===== src/rtl/lct_l1a_win_match_if.sv =====
// LCT/L1A coincidence bus: strobes and window size in, match/orphan pulses and status out.
// The master side drives the strobes and the slave side is the window matcher.
interface lct_l1a_win_match_if #(
  parameter int WIN_W = 4,
  parameter int CNT_W = 16
);
  logic             LCT_DLY;
  logic             L1A;
  logic [WIN_W-1:0] WIN;
  logic             L1A_MATCH;
  logic             L1A_NOMATCH;
  logic             LCT_ORPHAN;
  logic [WIN_W-1:0] MATCH_POS;
  logic             BUSY;
  logic [CNT_W-1:0] MATCH_CNT;
  logic [CNT_W-1:0] ORPHAN_CNT;

  modport master (
    output LCT_DLY, L1A, WIN,
    input  L1A_MATCH, L1A_NOMATCH, LCT_ORPHAN, MATCH_POS, BUSY, MATCH_CNT, ORPHAN_CNT
  );

  modport slave (
    input  LCT_DLY, L1A, WIN,
    output L1A_MATCH, L1A_NOMATCH, LCT_ORPHAN, MATCH_POS, BUSY, MATCH_CNT, ORPHAN_CNT
  );
endinterface


===== src/rtl/lct_l1a_win_match.sv =====
// Delayed-LCT / L1A coincidence window matcher with registered match, no-match and orphan pulses.
// Optional saturating event counters are built only when LCT_MATCH_CNT_EN is defined.
module lct_l1a_win_match #(
  parameter int WIN_W = 4,
  parameter int CNT_W = 16
) (
  input  logic                 CLK,
  input  logic                 RST_N,
  input  logic                 CE,
  lct_l1a_win_match_if.slave   bus
);

  typedef enum logic [0:0] {
    IDLE = 1'b0,
    OPEN = 1'b1
  } state_t;

  localparam logic [WIN_W-1:0] WIN_ZERO = {WIN_W{1'b0}};
  localparam logic [WIN_W-1:0] WIN_ONE  = WIN_W'(1'b1);

  state_t           state_r;
  logic [WIN_W-1:0] pos_r;
  logic [WIN_W-1:0] win_lat_r;
  logic [WIN_W-1:0] match_pos_r;
  logic             match_r;
  logic             nomatch_r;
  logic             orphan_r;
  logic             busy_r;

  logic [WIN_W-1:0] win_eff_s;
  logic [WIN_W-1:0] pos_last_s;
  logic             match_hit_s;
  logic             nomatch_hit_s;
  logic             orphan_hit_s;

  // Effective window size and last valid position of the open window.
  always_comb begin
    win_eff_s  = bus.WIN;
    pos_last_s = win_lat_r - WIN_ONE;
    if (bus.WIN == WIN_ZERO) begin
      win_eff_s = WIN_ONE;
    end else begin
      win_eff_s = bus.WIN;
    end
  end

  // Qualify this cycle's events; CE low suppresses every event so the counters freeze too.
  always_comb begin
    match_hit_s   = 1'b0;
    nomatch_hit_s = 1'b0;
    orphan_hit_s  = 1'b0;
    if (CE) begin
      case (state_r)
        IDLE: begin
          match_hit_s   = bus.LCT_DLY && bus.L1A;
          nomatch_hit_s = !bus.LCT_DLY && bus.L1A;
          orphan_hit_s  = bus.LCT_DLY && !bus.L1A && (win_eff_s == WIN_ONE);
        end
        OPEN: begin
          match_hit_s   = bus.L1A;
          nomatch_hit_s = 1'b0;
          orphan_hit_s  = !bus.L1A && (pos_r == pos_last_s);
        end
        default: begin
          match_hit_s   = 1'b0;
          nomatch_hit_s = 1'b0;
          orphan_hit_s  = 1'b0;
        end
      endcase
    end else begin
      match_hit_s   = 1'b0;
      nomatch_hit_s = 1'b0;
      orphan_hit_s  = 1'b0;
    end
  end

  // Window FSM with registered pulses; pos_r stays 0 in IDLE so a same-cycle match reports 0.
  always_ff @(posedge CLK) begin
    if (!RST_N) begin
      state_r     <= IDLE;
      pos_r       <= WIN_ZERO;
      win_lat_r   <= WIN_ZERO;
      match_pos_r <= WIN_ZERO;
      match_r     <= 1'b0;
      nomatch_r   <= 1'b0;
      orphan_r    <= 1'b0;
      busy_r      <= 1'b0;
    end else begin
      match_r   <= match_hit_s;
      nomatch_r <= nomatch_hit_s;
      orphan_r  <= orphan_hit_s;
      if (match_hit_s) begin
        match_pos_r <= pos_r;
      end
      if (CE) begin
        case (state_r)
          IDLE: begin
            if (bus.LCT_DLY && !bus.L1A) begin
              win_lat_r <= win_eff_s;
              if (win_eff_s != WIN_ONE) begin
                state_r <= OPEN;
                pos_r   <= WIN_ONE;
                busy_r  <= 1'b1;
              end
            end
          end
          OPEN: begin
            // A new LCT while open is ignored, including one arriving on the closing cycle.
            if (match_hit_s || orphan_hit_s) begin
              state_r <= IDLE;
              pos_r   <= WIN_ZERO;
              busy_r  <= 1'b0;
            end else begin
              pos_r <= pos_r + WIN_ONE;
            end
          end
          default: begin
            state_r <= IDLE;
            pos_r   <= WIN_ZERO;
            busy_r  <= 1'b0;
          end
        endcase
      end
    end
  end

  assign bus.L1A_MATCH   = match_r;
  assign bus.L1A_NOMATCH = nomatch_r;
  assign bus.LCT_ORPHAN  = orphan_r;
  assign bus.MATCH_POS   = match_pos_r;
  assign bus.BUSY        = busy_r;

`ifdef LCT_MATCH_CNT_EN
  logic [CNT_W-1:0] match_cnt_r;
  logic [CNT_W-1:0] orphan_cnt_r;

  function automatic logic [CNT_W-1:0] sat_inc(input logic [CNT_W-1:0] v);
    if (v == {CNT_W{1'b1}}) begin
      return v;
    end else begin
      return v + CNT_W'(1'b1);
    end
  endfunction

  // Saturating event counters, updated in the same edge that registers the pulse.
  always_ff @(posedge CLK) begin
    if (!RST_N) begin
      match_cnt_r  <= {CNT_W{1'b0}};
      orphan_cnt_r <= {CNT_W{1'b0}};
    end else begin
      if (match_hit_s) begin
        match_cnt_r <= sat_inc(match_cnt_r);
      end
      if (orphan_hit_s) begin
        orphan_cnt_r <= sat_inc(orphan_cnt_r);
      end
    end
  end

  assign bus.MATCH_CNT  = match_cnt_r;
  assign bus.ORPHAN_CNT = orphan_cnt_r;
`else
  assign bus.MATCH_CNT  = {CNT_W{1'b0}};
  assign bus.ORPHAN_CNT = {CNT_W{1'b0}};
`endif

endmodule


===== src/flat_wrapper.sv =====
// flat-port wrapper written by rule: the top's interface ports become plain ports
module lct_l1a_win_match_flat 
#(
  parameter int WIN_W = 4,
  parameter int CNT_W = 16
)
  (CLK, RST_N, CE, bus_LCT_DLY, bus_L1A, bus_WIN, bus_L1A_MATCH, bus_L1A_NOMATCH, bus_LCT_ORPHAN, bus_MATCH_POS, bus_BUSY, bus_MATCH_CNT, bus_ORPHAN_CNT);
  lct_l1a_win_match_if #(.WIN_W(WIN_W), .CNT_W(CNT_W)) bus_i ();
  input  logic CLK;
  input  logic RST_N;
  input  logic CE;
  input wire logic [$bits(bus_i.LCT_DLY)-1:0] bus_LCT_DLY;
  input wire logic [$bits(bus_i.L1A)-1:0] bus_L1A;
  input wire logic [$bits(bus_i.WIN)-1:0] bus_WIN;
  output wire logic [$bits(bus_i.L1A_MATCH)-1:0] bus_L1A_MATCH;
  output wire logic [$bits(bus_i.L1A_NOMATCH)-1:0] bus_L1A_NOMATCH;
  output wire logic [$bits(bus_i.LCT_ORPHAN)-1:0] bus_LCT_ORPHAN;
  output wire logic [$bits(bus_i.MATCH_POS)-1:0] bus_MATCH_POS;
  output wire logic [$bits(bus_i.BUSY)-1:0] bus_BUSY;
  output wire logic [$bits(bus_i.MATCH_CNT)-1:0] bus_MATCH_CNT;
  output wire logic [$bits(bus_i.ORPHAN_CNT)-1:0] bus_ORPHAN_CNT;
  assign bus_i.LCT_DLY = bus_LCT_DLY;
  assign bus_i.L1A = bus_L1A;
  assign bus_i.WIN = bus_WIN;
  assign bus_L1A_MATCH = bus_i.L1A_MATCH;
  assign bus_L1A_NOMATCH = bus_i.L1A_NOMATCH;
  assign bus_LCT_ORPHAN = bus_i.LCT_ORPHAN;
  assign bus_MATCH_POS = bus_i.MATCH_POS;
  assign bus_BUSY = bus_i.BUSY;
  assign bus_MATCH_CNT = bus_i.MATCH_CNT;
  assign bus_ORPHAN_CNT = bus_i.ORPHAN_CNT;
  lct_l1a_win_match #(.WIN_W(WIN_W), .CNT_W(CNT_W)) u_core (.CLK(CLK), .RST_N(RST_N), .CE(CE), .bus(bus_i));
endmodule

===== config.mk =====
export PLATFORM = sky130hd
export DESIGN_NAME = lct_l1a_win_match_flat
export DESIGN_NICKNAME = d
export VERILOG_FILES = /design/src/rtl/lct_l1a_win_match_if.sv /design/src/rtl/lct_l1a_win_match.sv /design/src/flat_wrapper.sv
export SDC_FILE = /design/constraint.sdc
export NUM_CORES = 1
export LEC_CHECK = 0
export CORE_UTILIZATION = 45
export CTS_CLUSTER_SIZE = 25
export DETAILED_ROUTE_END_ITERATION = 12
export GPL_TIMING_DRIVEN = 0
export PLACE_DENSITY = 0.83
export SLEW_MARGIN = 20
export SYNTH_ARGS = -nofsm -noshare
export SYNTH_HDL_FRONTEND = slang
export SYNTH_SLANG_ARGS = --single-unit

===== constraint.sdc =====
create_clock -name CLK -period 3.35 [get_ports CLK]
set_input_delay 0.335 -clock CLK [delete_from_list [all_inputs] [get_ports CLK]]
set_output_delay 0.335 -clock CLK [all_outputs]
set_load 0.05 [all_outputs]

Yosys cells after proc, flatten, opt, wreduce, memory -nomap -nowiden --
Cells that the tools add are included.
Storage, ports and cells: bits in writable memories 0, input bits 9, latch bits 0, flip-flop bits (word level) 17, output and inout bits 40, memories 0, ROM bits 0, word-level logic and storage cells 48
Operators by class: shifts and indexed selects 0, multipliers 0, eq/ne operators 6, bitwise logic cells 1, div/mod/pow operators 0, magnitude comparators 0, muxes and demuxes 18, reductions and logical operators 13, $add $sub $neg 2
Operators with widths (number):
- 4-bit two-way mux | 4
- 1-bit one-hot mux with 2 select lines | 5
- 1-bit two-way mux | 8
- 4-bit one-hot mux with 2 select lines | 1
- 3-bit AND reduction | 2
- 1-bit logical AND | 5
- 4-bit by 1-bit adder with 4-bit output, second input constant | 1
- 4-bit by 1-bit == test with 1-bit output, second input constant | 1
- 4-bit == test | 1
- 4-bit zero test | 1
- 2-bit by 1-bit inequality test with 1-bit output, second input constant | 2
- 4-bit by 1-bit inequality test with 1-bit output, second input constant | 1
- 4-bit AND reduction | 1
- 4-bit by 1-bit subtractor with 4-bit output, second input constant | 1
- 1-bit zero test | 2
- 2-bit inequality test, second input constant | 1
- 2-bit AND reduction | 1
- 1-bit logical OR | 1
- 1-bit NOT | 1

Logic depth before layout (Yosys ltp) --
word-level depth 9, mapped depth 6

Least setup slack after synthesis --
No wires, ideal clock.
path type flip-flop to flip-flop, from register u_core.win_lat_r[0], to register u_core.busy_r, in the netlist u_core.bus.BUSY, required time 3232 ps, setup time 118 ps, data arrival time 1303 ps, period minus slack after synthesis 1422 ps, path slack 1928 ps, stages on the path, launching flop included 7, path through dfxtp_1 -> inv_1 -> ha_1 -> xor2_1 -> nand4_2 -> o221ai_2 -> a21oi_2
Between the ends: cells in the longest elaborated chain, start to end 8
Ends and longest elaborated chain:
- start: declaration | line lct_l1a_win_match.sv:23 | logic [WIN_W-1:0] win_lat_r;
- start signal: assignment | line lct_l1a_win_match.sv:99 | win_lat_r <= win_eff_s;
- 4-bit by 1-bit subtractor with 4-bit output | line lct_l1a_win_match.sv:39 | pos_last_s = win_lat_r - WIN_ONE;
- 4-bit == test | line lct_l1a_win_match.sv:62 | orphan_hit_s = !bus.L1A && (pos_r == pos_last_s);
- 1-bit logical AND | line lct_l1a_win_match.sv:62
- 1-bit one-hot mux with 2 select lines | line lct_l1a_win_match.sv:53 | case (state_r)
- 1-bit two-way mux | line lct_l1a_win_match.sv:52 | if (CE) begin
- 1-bit logical OR | line lct_l1a_win_match.sv:109 | if (match_hit_s || orphan_hit_s) begin
- 2-bit inequality test (no source line)
- 4-bit AND reduction (no source line)
- end signal: assignment | line lct_l1a_win_match.sv:103 | busy_r <= 1'b1;
- end signal: assignment | line lct_l1a_win_match.sv:112 | busy_r <= 1'b0;
- end signal: assignment | line lct_l1a_win_match.sv:120 | busy_r <= 1'b0;
- end: declaration | line lct_l1a_win_match.sv:28 | logic busy_r;
Every way passes these cells. A chain may end at the register's enable or synchronous reset.

Final worst setup path --
from register u_core.busy_r, in the netlist u_core.bus.BUSY, to output bus_BUSY
RTL lines:
- start signal: assignment | line lct_l1a_win_match.sv:87 | busy_r <= 1'b0;
- start signal: assignment | line lct_l1a_win_match.sv:103
- start signal: assignment | line lct_l1a_win_match.sv:112
- end: declaration | line flat_wrapper.sv:19 | output wire logic [$bits(bus_i.BUSY)-1:0] bus_BUSY;
No word-level cell between the ends.

==> results.md <==
* DRC Markers at 0
* CTS tree: built
* Routed Antenna Nets at 0
* Inserted Clock Buffers at 3
* Crit-path cells: clkdlybuf4s50_1
* First-pass GRT wire length at 3500 µm
* Number of flops mapped to enable cells by yosys at 0
* Top cell type's share of synthesized area at 0.308
* Die Span Y at 51.6 µm
* Pin count of the biggest net entering global routing at 11
* Top FF cell, synth: dfxtp_1
* Status: completed
* CTS max path bufs at 2
* WP data arrival at 1460 ps
* Sequential fraction of the synthesis area at 0.308
* Final nets at around 180
* Number of diodes at 0
* Pins over their slew limit at 0
* Design Power at 0.490 mW
* Ranking of synthesized cells by area: dfxtp_1 (31%), buf_4 (22%), mux2i_1 (5.4%), nor2_1 (3.4%), ha_1 (2.3%)
* Unrepaired setup endpoints after global routing: false
* Num ports at 49
* Clock latency on the worst-skew pair at 290 ps
* Clock Skew at between 3 and 4 ps
* # setup viols final at 0
* CTS Hold Buffers Added at 0
* Num rows at 17
* Hpwl dp at 1650 µm
* # resized after CTS at 0
* Worst Path Required at 3010 ps
* Global router's overall resource usage at 0.179
* Syn avg cell area at approximately 9.1 µm²
* CP delay by family, top: buffers and inverters
* Post-Synthesis Cells at 121
* Initial antenna violation count at 0
* Max transition margin at 0.668
* FF/Latch Area at 340 µm²
* DRT iter0 DRCs at 2
* Worst path max stage delay at slightly above 800 ps
* Clk sinks at 17
* VDD IR max at 225 µV
* H-tree level count at 1
* Root Buffer: clkbuf_4
* Routed length per instance at 10.1 µm
* Vias in the first global route at 818
* TNS Setup at 0 ps
* Overflow after GRT at 0
* Finished Cell Area at ~0.0014 mm²
* DRT Wirelength at 2020 µm
* Post-synth cell types at 39
* Post-layout minimum cycle time at 1800 ps
* Max-cap viol count at 0
* Crit path kind: reg -> out
* Crit share post-route at 0.536
* Register bit total from synthesis at 17
* Hold Crit Class: in -> reg
* Port buffer count at 15
* Hold Vio Cnt, Final at 0
* LEAKAGE at 0.720 nW
* Fill count at 206
* Core area at 0.00225 mm²
* Crit-path max FO at 2
* DP Area at 0.00141 mm²
* Worst-Margin Slew at 496 ps
* Slowest cell on the critical path: clkdlybuf4s50_1
* Area occupied by multi-input gates at a little over 600 µm²
* Layout area overhead at 29.8%
* Area of the die at 0.00266 mm²
* Starting Density at 0.491
* YS warnings at 0
* Cell taking the most area after synthesis: dfxtp_1
* Async SR Flop Fraction at 0
* First-pass DRT Iterations at 2
* WHS at 355 ps
* Die width at approximately 52 µm
* Pwr/cell area at roughly 340 mW/mm²
* CP Capture Type: output pin
* Post-Syn Area at 0.00111 mm²
* Gp weighted congestion at 0.820
* Max Clk Rate at ~0.56 GHz
* Setup Buffers After CTS at 0
* Startpoint types: flip-flop
* Share of cells above drive strength 1 at 0.304
* Vias per Instance at ~4.5
* CTS clk-pin slew, worst paths at 90 ps
* Vias at ~900
* Worst path bufs/invs at 1
[synthesized netlist by cell type (2+ instances only)]
cell and n:
a21oi_1 2, buf_2 3, buf_4 32, dfxtp_1 17
ha_1 2, inv_1 3, mux2i_1 6, nand2_1 5
nand3_1 2, nor2_1 10, nor2b_1 2, nor3_1 2
nor4_1 2, o21a_1 2, o21ai_0 3, o21ai_2 2
o22ai_1 3, xor2_1 2
[metal layers]
layer / track usage / up-vias / wire length (µm)
met5: 0 / - / 0
met4: 0.0586 / 0 / 19
met3: 0.0614 / 4 / 134
met2: 0.303 / 30 / 1010
met1: 0.210 / 401 / 853
li1: - / 452 / -
[final cells by class]
cell class | instances | area share
Clock buffer | 3 | 0.0157
Inverter | 3 | 0.00785
Tap cell | 28 | 0.0244
Buffer | 36 | 0.180
Sequential cell | 17 | 0.237
Timing Repair Buffer | 15 | 0.105
Multi-Input combinational cell | 96 | 0.426
Clock inverter | 1 | 0.00349
[power breakdown]
group | switching [mW] | internal [mW]
clock network | 0.0647 | 0.0445
registers | 0.00420 | 0.207
logic | 0.117 | 0.0529
[placed cells by master (no fill, tap or decap), drive strengths merged, types with 2 or more instances in the layout]
cell type,netlist,final
a21oi,3,3
buf,35,35
clkbuf,1,4
clkdlybuf4s50,0,15
conb,1,32
dfxtp,17,17
ha,2,2
inv,3,3
mux2i,6,6
nand2,5,5
nand3,2,2
nor2,11,11
nor2b,2,2
nor3,3,3
nor4,2,2
o21a,2,2
o21ai,6,6
o22ai,3,3
xnor2,2,2
xor2,2,2
[stage by stage]
| stage | std cells | setup WS, ps | util |
|---|---|---|---|
| after floorplan | 152 | 1930 | - |
| after global placement | 195 | 1550 | 0.624 |
| after detailed placement | 195 | 1490 | 0.624 |
| after CTS | 199 | 1540 | 0.637 |
| after global routing | 199 | 1480 | 0.637 |
| final | 199 | 1550 | 0.637 |
[flip-flops by register name (all words and copies together) (netlist names)]
signal,count
u_core.bus.LCT_ORPHAN,1
u_core.bus.MATCH_POS,4
u_core.bus.BUSY,1
u_core.bus.L1A_MATCH,1
u_core.win_lat_r,4
u_core.pos_r,4
u_core.bus.L1A_NOMATCH,1
u_core.state_r,1
[worst paths after layout]
kind | slack (ps) | start | cells past startpoint | endpoint
worst min register to register | 490 | u_core.bus.BUSY | 2 | u_core.bus.BUSY
worst min-delay path | 350 | CE | 3 | u_core.bus.L1A_NOMATCH
worst max-delay path | 1550 | u_core.bus.BUSY | 1 | bus_BUSY
worst max register to register | 1820 | u_core.win_lat_r[0] | 6 | u_core.state_r
[cell families after synthesis]
logic type / synth area share
muxes: 0.0543
other: 0.00339
and+or+nand+nor: 0.175
AOI/OAI and AO/OA: 0.133
buffers and inverters: 0.244
adders and majority gates: 0.0226
xor gates and xnor gates: 0.0588
DFF: 0.308
No activity file was read; power rests on OpenSTA's default activity.
